**src/rtl/xgmii_pkg.sv**
```systemverilog
// Shared XGMII character constants, canned words and framer state type.
// Used by the transmit framer and the terminate-insertion helper.
package xgmii_pkg;

    // XGMII control characters
    localparam logic [7:0] XGMII_IDLE    = 8'h07;
    localparam logic [7:0] XGMII_START   = 8'hFB;
    localparam logic [7:0] XGMII_TERM    = 8'hFD;
    localparam logic [7:0] XGMII_ERROR   = 8'hFE;
    localparam logic [7:0] PREAMBLE_BYTE = 8'h55;
    localparam logic [7:0] SFD           = 8'hD5;

    // All eight lanes idle
    localparam logic [63:0] IDLE_WORD = {8{XGMII_IDLE}};
    localparam logic [7:0]  IDLE_TXC  = 8'hFF;

    // Start in lane 0, six preamble bytes, SFD in lane 7
    localparam logic [63:0] PREAMBLE_WORD = {SFD, {6{PREAMBLE_BYTE}}, XGMII_START};
    localparam logic [7:0]  PREAMBLE_TXC  = 8'h01;

    // Terminate in lane 0 after a frame whose last word was completely full
    localparam logic [63:0] TERM_WORD = {{7{XGMII_IDLE}}, XGMII_TERM};
    localparam logic [7:0]  TERM_TXC  = 8'hFF;

    // Error then terminate, used to poison a frame the client starved
    localparam logic [63:0] UNDERRUN_WORD = {{6{XGMII_IDLE}}, XGMII_TERM, XGMII_ERROR};
    localparam logic [7:0]  UNDERRUN_TXC  = 8'hFF;

    // Idle-lane counts of the two canned terminating words
    localparam logic [3:0] TERM_IDLE_LANES     = 4'd7;
    localparam logic [3:0] UNDERRUN_IDLE_LANES = 4'd6;

    // Gap counter holds up to ceil(64/8) = 8 idle words
    localparam int IFG_CNT_W = 4;

    typedef enum logic [1:0] {
        IDLE = 2'd0,
        DATA = 2'd1,
        TERM = 2'd2,
        IFG  = 2'd3
    } tx_state_t;

    // Whole idle words still owed after a terminating word that already
    // carried idleLanes idle bytes; rounds up so the gap is never short.
    function automatic logic [IFG_CNT_W-1:0] calcIfgWords(input int unsigned ifgBytes,
                                                          input logic [3:0] idleLanes);
        int unsigned remaining;
        remaining = (ifgBytes > 32'(idleLanes)) ? (ifgBytes - 32'(idleLanes)) : 32'd0;
        return IFG_CNT_W'((remaining + 32'd7) / 32'd8);
    endfunction

endpackage

```
**src/rtl/xgmii_term_insert.sv**
```systemverilog
// Merges a terminate character into a partially filled data word.
// Lanes below n keep data, lane n gets the terminate, lanes above n go idle.
// Also reports how many idle lanes the merged word carries.
module xgmii_term_insert
    import xgmii_pkg::*;
(
    input  logic [63:0] i_data,
    input  logic [2:0]  i_n,
    output logic [63:0] o_txd,
    output logic [7:0]  o_txc,
    output logic [3:0]  o_idle_lanes
);

    // Per-lane select between client data, terminate and idle
    always_comb begin
        o_txd = IDLE_WORD;
        o_txc = IDLE_TXC;
        for (int lane = 0; lane < 8; lane++) begin
            if (3'(lane) < i_n) begin
                o_txd[8*lane +: 8] = i_data[8*lane +: 8];
                o_txc[lane]        = 1'b0;
            end else if (3'(lane) == i_n) begin
                o_txd[8*lane +: 8] = XGMII_TERM;
                o_txc[lane]        = 1'b1;
            end else begin
                o_txd[8*lane +: 8] = XGMII_IDLE;
                o_txc[lane]        = 1'b1;
            end
        end
        o_idle_lanes = 4'd7 - {1'b0, i_n};
    end

endmodule

```
**src/rtl/xgmii_tx_framer.sv**
```systemverilog
// Client-side XGMII transmit framer.
// Wraps a 64-bit client word stream into XGMII frames: preamble/SFD on the
// way in, terminate (or error+terminate on underrun) on the way out, then
// enough idle words to honour the minimum inter-frame gap.
// The client supplies the FCS; nothing here touches CRC.
module xgmii_tx_framer
    import xgmii_pkg::*;
#(
    parameter int IFG_BYTES      = 12,
    parameter int FRAME_CNT_W    = 32,
    parameter int UNDERRUN_CNT_W = 16
)(
    input  logic                      i_clk,
    input  logic                      i_reset,
    input  logic                      i_link_up,
    input  logic [63:0]               i_tx_data,
    input  logic                      i_tx_valid,
    input  logic                      i_tx_end,
    input  logic [2:0]                i_tx_bytes,
    output logic                      o_tx_ready,
    output logic [63:0]               o_xgmii_txd,
    output logic [7:0]                o_xgmii_txc,
    output logic [FRAME_CNT_W-1:0]    o_frame_count,
    output logic [UNDERRUN_CNT_W-1:0] o_underrun_count
);

    // Gaps owed after the two canned terminating words are fixed per build
    localparam logic [IFG_CNT_W-1:0] GAP_AFTER_TERM =
        calcIfgWords($unsigned(IFG_BYTES), TERM_IDLE_LANES);
    localparam logic [IFG_CNT_W-1:0] GAP_AFTER_UNDERRUN =
        calcIfgWords($unsigned(IFG_BYTES), UNDERRUN_IDLE_LANES);

    tx_state_t                 r_state;
    logic [IFG_CNT_W-1:0]      r_ifgCnt;
    logic [63:0]               r_txd;
    logic [7:0]                r_txc;
    logic [FRAME_CNT_W-1:0]    r_frameCount;
    logic [UNDERRUN_CNT_W-1:0] r_underrunCount;

    logic [63:0]          w_termTxd;
    logic [7:0]           w_termTxc;
    logic [3:0]           w_termIdleLanes;
    logic [IFG_CNT_W-1:0] w_gapPartial;

    // Terminate merge for a short last word; only meaningful when tx_bytes != 0
    xgmii_term_insert u_term_insert (
        .i_data       (i_tx_data),
        .i_n          (i_tx_bytes),
        .o_txd        (w_termTxd),
        .o_txc        (w_termTxc),
        .o_idle_lanes (w_termIdleLanes)
    );

    assign w_gapPartial = calcIfgWords($unsigned(IFG_BYTES), w_termIdleLanes);

    // Frame sequencing, registered XGMII outputs and statistics counters
    always_ff @(posedge i_clk) begin
        if (i_reset) begin
            r_state         <= IDLE;
            r_ifgCnt        <= '0;
            r_txd           <= IDLE_WORD;
            r_txc           <= IDLE_TXC;
            r_frameCount    <= '0;
            r_underrunCount <= '0;
        end else begin
            case (r_state)
                IDLE: begin
                    if (i_tx_valid && i_link_up && (r_ifgCnt == '0)) begin
                        r_txd   <= PREAMBLE_WORD;
                        r_txc   <= PREAMBLE_TXC;
                        r_state <= DATA;
                    end else begin
                        r_txd <= IDLE_WORD;
                        r_txc <= IDLE_TXC;
                    end
                end

                DATA: begin
                    if (!i_tx_valid) begin
                        r_txd    <= UNDERRUN_WORD;
                        r_txc    <= UNDERRUN_TXC;
                        r_ifgCnt <= GAP_AFTER_UNDERRUN;
                        r_state  <= (GAP_AFTER_UNDERRUN == '0) ? IDLE : IFG;
                        if (r_underrunCount != '1) begin
                            r_underrunCount <= r_underrunCount + UNDERRUN_CNT_W'(1);
                        end
                    end else if (!i_tx_end) begin
                        r_txd <= i_tx_data;
                        r_txc <= 8'h00;
                    end else if (i_tx_bytes == 3'd0) begin
                        r_txd   <= i_tx_data;
                        r_txc   <= 8'h00;
                        r_state <= TERM;
                    end else begin
                        r_txd        <= w_termTxd;
                        r_txc        <= w_termTxc;
                        r_frameCount <= r_frameCount + FRAME_CNT_W'(1);
                        r_ifgCnt     <= w_gapPartial;
                        r_state      <= (w_gapPartial == '0) ? IDLE : IFG;
                    end
                end

                TERM: begin
                    r_txd        <= TERM_WORD;
                    r_txc        <= TERM_TXC;
                    r_frameCount <= r_frameCount + FRAME_CNT_W'(1);
                    r_ifgCnt     <= GAP_AFTER_TERM;
                    r_state      <= (GAP_AFTER_TERM == '0) ? IDLE : IFG;
                end

                IFG: begin
                    r_txd <= IDLE_WORD;
                    r_txc <= IDLE_TXC;
                    if (r_ifgCnt <= IFG_CNT_W'(1)) begin
                        r_ifgCnt <= '0;
                        r_state  <= IDLE;
                    end else begin
                        r_ifgCnt <= r_ifgCnt - IFG_CNT_W'(1);
                    end
                end

                default: begin
                    r_txd    <= IDLE_WORD;
                    r_txc    <= IDLE_TXC;
                    r_ifgCnt <= '0;
                    r_state  <= IDLE;
                end
            endcase
        end
    end

    // Ready is a plain decode of the state register so the client never
    // sees a combinational loop through tx_valid
    assign o_tx_ready       = (r_state == DATA);
    assign o_xgmii_txd      = r_txd;
    assign o_xgmii_txc      = r_txc;
    assign o_frame_count    = r_frameCount;
    assign o_underrun_count = r_underrunCount;

endmodule

```
**config.mk**
```make
export PLATFORM = sky130hd
export DESIGN_NAME = xgmii_tx_framer
export DESIGN_NICKNAME = d
export VERILOG_FILES = /design/src/rtl/xgmii_pkg.sv /design/src/rtl/xgmii_term_insert.sv /design/src/rtl/xgmii_tx_framer.sv
export SDC_FILE = /design/constraint.sdc
export NUM_CORES = 1
export LEC_CHECK = 0
export CELL_PAD_IN_SITES_DETAIL_PLACEMENT = 2
export CELL_PAD_IN_SITES_GLOBAL_PLACEMENT = 2
export CORE_UTILIZATION = 26
export DETAILED_ROUTE_END_ITERATION = 8
export GPL_ROUTABILITY_DRIVEN = 0
export PLACE_DENSITY = 0.9
export RECOVER_POWER = 25
export SLEW_MARGIN = 20
export SYNTH_ARGS = -nofsm -noshare
export SYNTH_HDL_FRONTEND = slang
export SYNTH_HIERARCHICAL = 1
export SYNTH_SLANG_ARGS = --single-unit
export TNS_END_PERCENT = 50
```
**constraint.sdc**
```tcl
create_clock -name i_clk -period 2 [get_ports i_clk]
set_input_delay 0.2 -clock i_clk [delete_from_list [all_inputs] [get_ports i_clk]]
set_output_delay 0.2 -clock i_clk [all_outputs]
set_load 0.02 [all_outputs]
```
==> summary.md, run 1 <==
| Metric | Value |
|---|---|
| Fin crit share | `94.30%` |
| Fmax | `530.2 MHz` |
| Via density | `4.904` |
| Reg-to-Reg End | `o_frame_count[30]$_SDFFE_PP0P_` |
| Simple-Gate Fraction of Synth Area | `28.06%` |
| Non-Filler Instances | `1321` |
| First-pass GRT wire length | `39410 µm` |
| Met1 Usage GRT | `22.25%` |
| Top Usage Layer GRT | `met2` |
| Final hold violations | `0` |
| Initial antenna violation count | `1` |
| CTS HTree Levels | `4` |
| Post-synth top area cell | `dfxtp_1` |
| Gr usage total | `21.37%` |
| Yosys cell types | `54` |
| Iter 0 DRT Violations | `157` |
| CTS buffer count | `17` |
| Core region area | `22780 µm²` |
| Synth top area share | `41.60%` |
| Cell area power density | `803.5 nW/µm²` |
| Register-to-Register Setup Slack | `0.14 ns` |
| Synth Warn # | `6` |
| Cts hold-fix bufs | `0` |
| Min cycle time layout | `1.886 ns` |
| Clock Latency Late Sink | `0.42 ns` |
| Met3 Use GR | `6.528%` |
| Mux contribution to synthesized area | `2.972%` |
| Slew margin rel. | `64.54%` |
| Clk_skew | `0.01238 ns` |
| Max Fanout on Critical Path | `9` |
| Via count | `6478` |
| Largest net degree at the start of global routing | `49` |
| Peak VDD IR | `0.5268 mV` |
| Clock slew at reported path FFs | `0.06 ns` |
| GR Util met2 | `39.95%` |
| Adder-Cell Fraction of Synth Area | `1.651%` |
| # clock sinks | `126` |
| XOR/XNOR Fraction of Synth Area | `4.333%` |
| Worst Setup End Kind | `flop` |
| Crit path required time | `2.32 ns` |
| RSZ-0062 raised after global routing | `false` |
| Final wirelength | `24790 µm` |
| Post-synth EDFFs | `0` |
| Initial Utilization | `26.62%` |
| Max_cap viols | `0` |
| Synth Area in Compound Gates | `14.94%` |
| Synth area leaders | `dfxtp_1, nand2_1, a21oi_1` |
| Worst-case clock buffer depth | `2` |
| Postcts setup bufs | `0` |
| DRC viols | `0` |
| Area of the multi-input gates | `3186 µm²` |
| Chip width | `154.7 µm` |
| Arrival time worst endpoint | `2.21 ns` |
| Place WS | `-0.1430 ns` |
| Root Driver | `clkbuf_16` |
| Worst reg-to-reg path cell count | `6` |
| Outcome | `finished clean` |
| Area grow syn2layout | `53.63%` |
| Share of layout cells above drive strength 1 | `14.00%` |
| Row cnt | `55` |
| Number of global-route vias before repair | `7341` |
| Final Worst Setup Slack | `0.1140 ns` |
| Synth Area per Inst | `7.968 µm²` |
| Worst Setup Start Kind | `input pin` |
| Final setup fails | `0` |
| Main synth FF type | `dfxtp_1` |
| Fin nets | `1074` |
| Die height | `154.7 µm` |
| Placed insts | `1288` |
| Max-slew violations | `0` |
| Antenna viol nets, final | `0` |
| #FFs+latches synth | `126` |
| Fill cells | `2560` |
| Mapped Cells | `761` |
| Hold path cells | `2` |
| CTS tree | `yes` |
| Final hold slack | `0.1349 ns` |
| Ys async rst share | `0%` |
| Synth Cell Area | `6063 µm²` |
| I/O pin count | `193` |
| Hold Path Origin | `i_reset` |
| Reg area | `2524 µm²` |
| Worst hold path class | `input pin to flop` |
| Dpl hpwl | `18450 µm` |
| Main combinational cell family by area after synthesis | `simple AND/OR/NAND/NOR gates` |
| DR pass1 iterations | `4` |
| PortBufs | `192` |
| GRT overflow | `0` |
| Sequential-to-total area share from yosys stat | `41.60%` |
| Setup TNS Final | `0 ns` |
| Worst-Margin Slew | `0.5319 ns` |
| Lkg Pwr | `3.742 nW` |
| Routed WL per cell | `18.77 µm` |
| Die ar. | `23940 µm²` |
| Worst setup path class | `input pin to flop` |
## cells in the final DEF, fill, tap and decap left out, drive strengths merged, types with 7 or more instances in the layout
master / count
dlygate4sd3: 51
nor2b: 7
nand3: 37
buf: 74
clkinv: 7
nand2: 141
or2: 18
o21a: 11
xnor2: 15
xor2: 15
a21o: 13
a21oi: 62
clkbuf: 19
dfxtp: 126
nand4: 16
mux2i: 18
nor2: 47
nand2b: 7
clkdlybuf4s50: 139
o21ai: 52
or3: 15
inv: 25
and3: 18
ha: 8
nor3: 12
## cells by family (layout without fill, tap and decap cells)
kind of cell | Yosys count | in the layout
compound gates | 158 | 158
simple gates | 343 | 343
mux | 18 | 18
other cells | 2 | 5
fa+ha+maj | 8 | 8
buf+inv | 76 | 320
xor+xnor | 30 | 30
flops | 126 | 126
## Yosys cell counts, types with 3 or more instances
master / number
nor2b_1: 7
nand2_1: 140
a21oi_1: 62
nor4_1: 3
and3_1: 16
buf_2: 15
nor3b_1: 3
xor2_1: 15
and4_1: 3
buf_6: 5
dfxtp_1: 126
clkbuf_1: 17
and2_1: 4
ha_1: 8
o21ai_0: 52
or3_1: 15
nor2_1: 47
or2_2: 17
buf_4: 11
a31oi_1: 6
nor3_1: 11
nand3_1: 37
o21a_1: 11
xnor2_1: 15
a21o_1: 13
or4_1: 3
inv_1: 21
buf_1: 7
o31ai_1: 3
nand2b_1: 7
mux2i_1: 18
o211ai_1: 4
nand4_1: 14
## where the power goes
group	internal, mW	switching (mW)	total [mW]
logic	0.709	0.872	1.58
registers	2.69	0.0787	2.76
clock network	1.85	1.29	3.14
## final cells by class
type | instances | area share [%]
flip-flops and latches | 126 | 27.09
diodes | 1 | 0.02686
repair buffers | 267 | 27.35
clock buffers | 17 | 4.567
inverters | 21 | 0.8462
multi-input cells | 561 | 34.20
well taps | 313 | 4.204
clock inverters | 15 | 1.719
## per-layer routing
layer  wire length, µm  up-vias
met2             13030      180
met4               607        0
met3              1556       36
li1                  -     3058
met1              9603     3204
met5                 0        -
## flip-flops by register name (all words and copies together) (netlist names), named ones only
signal,flops
o_xgmii_txc,8
r_state,1
o_frame_count,32
r_ifgCnt,4
o_xgmii_txd,64
o_underrun_count,16
## timing repair
item | CTS | global route
endpoints found under the setup margin | 1 | 13
gates resized for setup | 3 | 4
gates cloned | 0 | 0
## worst max path at each step
| stage | end | slack [ns] | startpoint | depth (start not counted) |
|---|---|---|---|---|
| after CTS | o_frame_count[27]$_SDFFE_PP0P_ | 0.03 | o_frame_count[5]$_SDFFE_PP0P_ | 5 |
| final | o_xgmii_txd[17]$_SDFF_PP1_ | 0.11 | i_tx_bytes[0] | 8 |
| after detailed placement | o_underrun_count[15]$_SDFFE_PP0P_ | -0.14 | i_tx_valid | 7 |
| after global routing | o_frame_count[26]$_SDFFE_PP0P_ | 0.002 | o_frame_count[5]$_SDFFE_PP0P_ | 6 |
| after global placement | o_xgmii_txd[52]$_SDFF_PP0_ | -0.05 | i_tx_bytes[0] | 7 |
| after floorplan | o_frame_count[27]$_SDFFE_PP0P_ | 0.16 | o_frame_count[2]$_SDFFE_PP0P_ | 6 |
## stage by stage
| step | instance area [µm²] | total power, mW | utilization [%] |
|---|---|---|---|
| 6_report | 9315 | 7.485 | 40.90 |
| 5_1_grt | 9315 | 7.815 | 40.90 |
| 4_1_cts | 9306 | 7.631 | 40.86 |
| 3_5_place_dp | 8717 | 4.427 | 38.27 |
| 3_3_place_gp | 8717 | 4.366 | 38.27 |
| 2_1_floorplan | 6071 | 3.586 | - |
## worst max-delay path: stages
cell and delay, ns:
dlygate4sd3_1 0.62, buf_4 0.20, or3_1 0.39, nand2_2 0.18
buf_12 0.15, nand2_1 0.05, and3_1 0.19, o21ai_0 0.22
Power figures use the tool's default switching activity.
==> inputs of run 2 (changes only) <==
Settings changed: TNS_END_PERCENT 50 to 20.
==> run 2 against run 1 <==
Power down 0.17%. First-iteration DRC count grew 3.2%. Largest cell class unchanged. Global-route usage stayed put. Sequential share of layout area barely moved. Die area stayed put. Register-to-register slack got worse by 0.03 ns. Critical path depth unchanged. Core utilization is essentially flat. Combinational power about the same.
==> summary.md, run 2 (synthesis results as in run 1) <==
| Metric | Value |
|---|---|
| Routed WL per cell | `18.79 µm (was 18.77 µm)` |
| Dpl hpwl | `18450 µm (unchanged)` |
| Max Fanout on Critical Path | `9 (unchanged)` |
| Final hold violations | `0 (unchanged)` |
| Gr usage total | `21.37% (unchanged)` |
| Antenna viol nets, final | `0 (unchanged)` |
| DR pass1 iterations | `4 (unchanged)` |
| Max-slew violations | `0 (unchanged)` |
| Arrival time worst endpoint | `2.28 ns (was 2.21 ns)` |
| Number of global-route vias before repair | `7341 (unchanged)` |
| Place WS | `-0.1430 ns (unchanged)` |
| Peak VDD IR | `0.5236 mV (was 0.5268 mV)` |
| Core region area | `22780 µm² (unchanged)` |
| Most used cell, CP | `nand2_1` |
| Delay of the slowest critical-path stage | `0.62 ns (about the same)` |
| Worst-case clock buffer depth | `2 (unchanged)` |
| Max_cap viols | `0 (unchanged)` |
| Fin crit share | `97.82% (was 94.30%)` |
| Final Cell Area | `9305 µm² (was 9315 µm²)` |
| Area grow syn2layout | `53.47% (was 53.63%)` |
| DRC viols | `0 (unchanged)` |
| PortBufs | `192 (unchanged)` |
| Crit-path cells | `dlygate4sd3_1 -> buf_4 -> or3_1 -> nand2_1 -> buf_12 -> nand2_1 -> and3_1 -> o21ai_0 (was dlygate4sd3_1 -> buf_4 -> or3_1 -> nand2_2 -> buf_12 -> nand2_1 -> and3_1 -> o21ai_0)` |
| CTS tree | `yes (unchanged)` |
| Worst Setup End Kind | `flop (unchanged)` |
| Clk_skew | `0.01242 ns (was 0.01238 ns)` |
| Outcome | `finished clean (unchanged)` |
| Clock Latency Late Sink | `0.42 ns (about the same)` |
| Final wirelength | `24830 µm (was 24790 µm)` |
| First-pass GRT wire length | `39410 µm (unchanged)` |
| Via count | `6472 (was 6478)` |
| DP Area | `8717 µm² (unchanged)` |
| Slowest-stage cell, CP | `dlygate4sd3_1 (unchanged)` |
| Cell area power density | `803.0 nW/µm² (was 803.5 nW/µm²)` |
| Register-to-Register Setup Slack | `0.11 ns (was 0.14 ns)` |
| Postcts setup bufs | `0 (unchanged)` |
| Iter 0 DRT Violations | `162 (was 157)` |
| GRT overflow | `0 (unchanged)` |
| Worst setup path class | `input pin to flop (unchanged)` |
| Die height | `154.7 µm (unchanged)` |
| I/O pin count | `193 (unchanged)` |
| Initial antenna violation count | `1 (unchanged)` |
| Largest net degree at the start of global routing | `49 (unchanged)` |
| Largest register FFs | `64 (unchanged)` |
| Fin util | `40.85% (was 40.90%)` |
| Crit path required time | `2.32 ns (about the same)` |
| Initial Utilization | `26.62% (unchanged)` |
| Reg-to-Reg End | `o_frame_count[30]$_SDFFE_PP0P_ (unchanged)` |
| RSZ-0062 raised after global routing | `true (was false)` |
| Row cnt | `55 (unchanged)` |
| Chip width | `154.7 µm (unchanged)` |
| Via density | `4.899 (was 4.904)` |
| Lkg Pwr | `3.762 nW (was 3.742 nW)` |
| Worst hold path class | `input pin to flop (unchanged)` |
| Die ar. | `23940 µm² (unchanged)` |
| CTS HTree Levels | `4 (unchanged)` |
| Final setup fails | `0 (unchanged)` |
| Min cycle time layout | `1.956 ns (was 1.886 ns)` |
| Hold Path Origin | `i_reset (unchanged)` |
| Root Driver | `clkbuf_16 (unchanged)` |
| Clock slew at reported path FFs | `0.06 ns (about the same)` |
| Hold path cells | `2 (unchanged)` |
| Worst r2r src | `r_state[0]$_SDFFE_PP0P_` |
| Most common cell after layout, fill and taps aside | `nand2_1` |
| Most frequent cells in the layout | `nand2_1, clkdlybuf4s50_1, dfxtp_1, buf_4, a21oi_1 (unchanged)` |
| Slew margin rel. | `65.09% (was 64.54%)` |
| Final Worst Setup Slack | `0.04356 ns (was 0.1140 ns)` |
| Fmax | `511.1 MHz (was 530.2 MHz)` |
| CTS buffer count | `17 (unchanged)` |
| # clock sinks | `126 (unchanged)` |
| Worst-Margin Slew | `0.5237 ns (was 0.5319 ns)` |
| Fin nets | `1074 (unchanged)` |
| Worst reg-to-reg path cell count | `6 (unchanged)` |
| Worst Setup Start Kind | `input pin (unchanged)` |
| Share of layout cells above drive strength 1 | `13.90% (was 14.00%)` |
[run 2: area by class of cell]
type / count / area (µm²)
inverters: 21 / 78.83
repair buffers: 267 / 2551
clock buffers: 17 / 425.4
fillers: 2565 / 13470
well taps: 313 / 391.6
flip-flops and latches: 126 / 2522
diodes: 1 / 2.502
clock inverters: 15 / 160.2
multi-input cells: 561 / 3173
[run 2: how the worst max path moves through the flow]
| stage | start | end | slack (ns) | depth (start not counted) |
|---|---|---|---|---|
| finish | i_tx_bytes[0] | o_xgmii_txd[17]$_SDFF_PP1_ | 0.04 | 8 |
| global route | r_state[0]$_SDFFE_PP0P_ | o_frame_count[30]$_SDFFE_PP0P_ | -0.04 | 6 |
| CTS | o_frame_count[5]$_SDFFE_PP0P_ | o_frame_count[27]$_SDFFE_PP0P_ | 0.03 | 5 |
| detailed placement | i_tx_valid | o_underrun_count[15]$_SDFFE_PP0P_ | -0.14 | 7 |
| global placement | i_tx_bytes[0] | o_xgmii_txd[52]$_SDFF_PP0_ | -0.05 | 7 |
| floorplan | o_frame_count[2]$_SDFFE_PP0P_ | o_frame_count[27]$_SDFFE_PP0P_ | 0.16 | 6 |
[run 2: layer usage]
metal | track usage (%) | wire length, µm | part of all wire [%]
met5 | 0 | 0 | 0
met3 | 6.528 | 1542 | 6.2
met1 | 22.25 | 9663 | 39
met2 | 39.95 | 13040 | 53
met4 | 8.157 | 582 | 2.3
[run 2: metrics by stage]
step	hold WS, ns	std cells	setup TNS [ns]	power [mW]
global route	0.1456	1321	-0.06190	7.801
detailed placement	0.5126	1288	-3.356	4.427
floorplan	0.3230	763	0	3.586
finish	0.1320	1321	0	7.472
global placement	0.4916	1288	-0.2441	4.366
CTS	0.1115	1320	0	7.631
[run 2: critical path: cells and delay by family]
kind                   cells  cell delay (ns)
buffers and inverters      3             0.99
and+or+nand+nor            4             0.87
AOI/OAI and AO/OA          1             0.21
[run 2: what timing repair did]
action	in CTS	in global routing
resized for setup	3	1
setup endpoints to repair	1	13
hold buffers	0	0
gates cloned	0	0
[run 2: report_power, final]
group          total [mW]  switching (mW)  internal (mW)
Combinational        1.57           0.872          0.700
Sequential           2.76          0.0759           2.68
Clock                3.14            1.29           1.85
Total                7.47            2.24           5.24
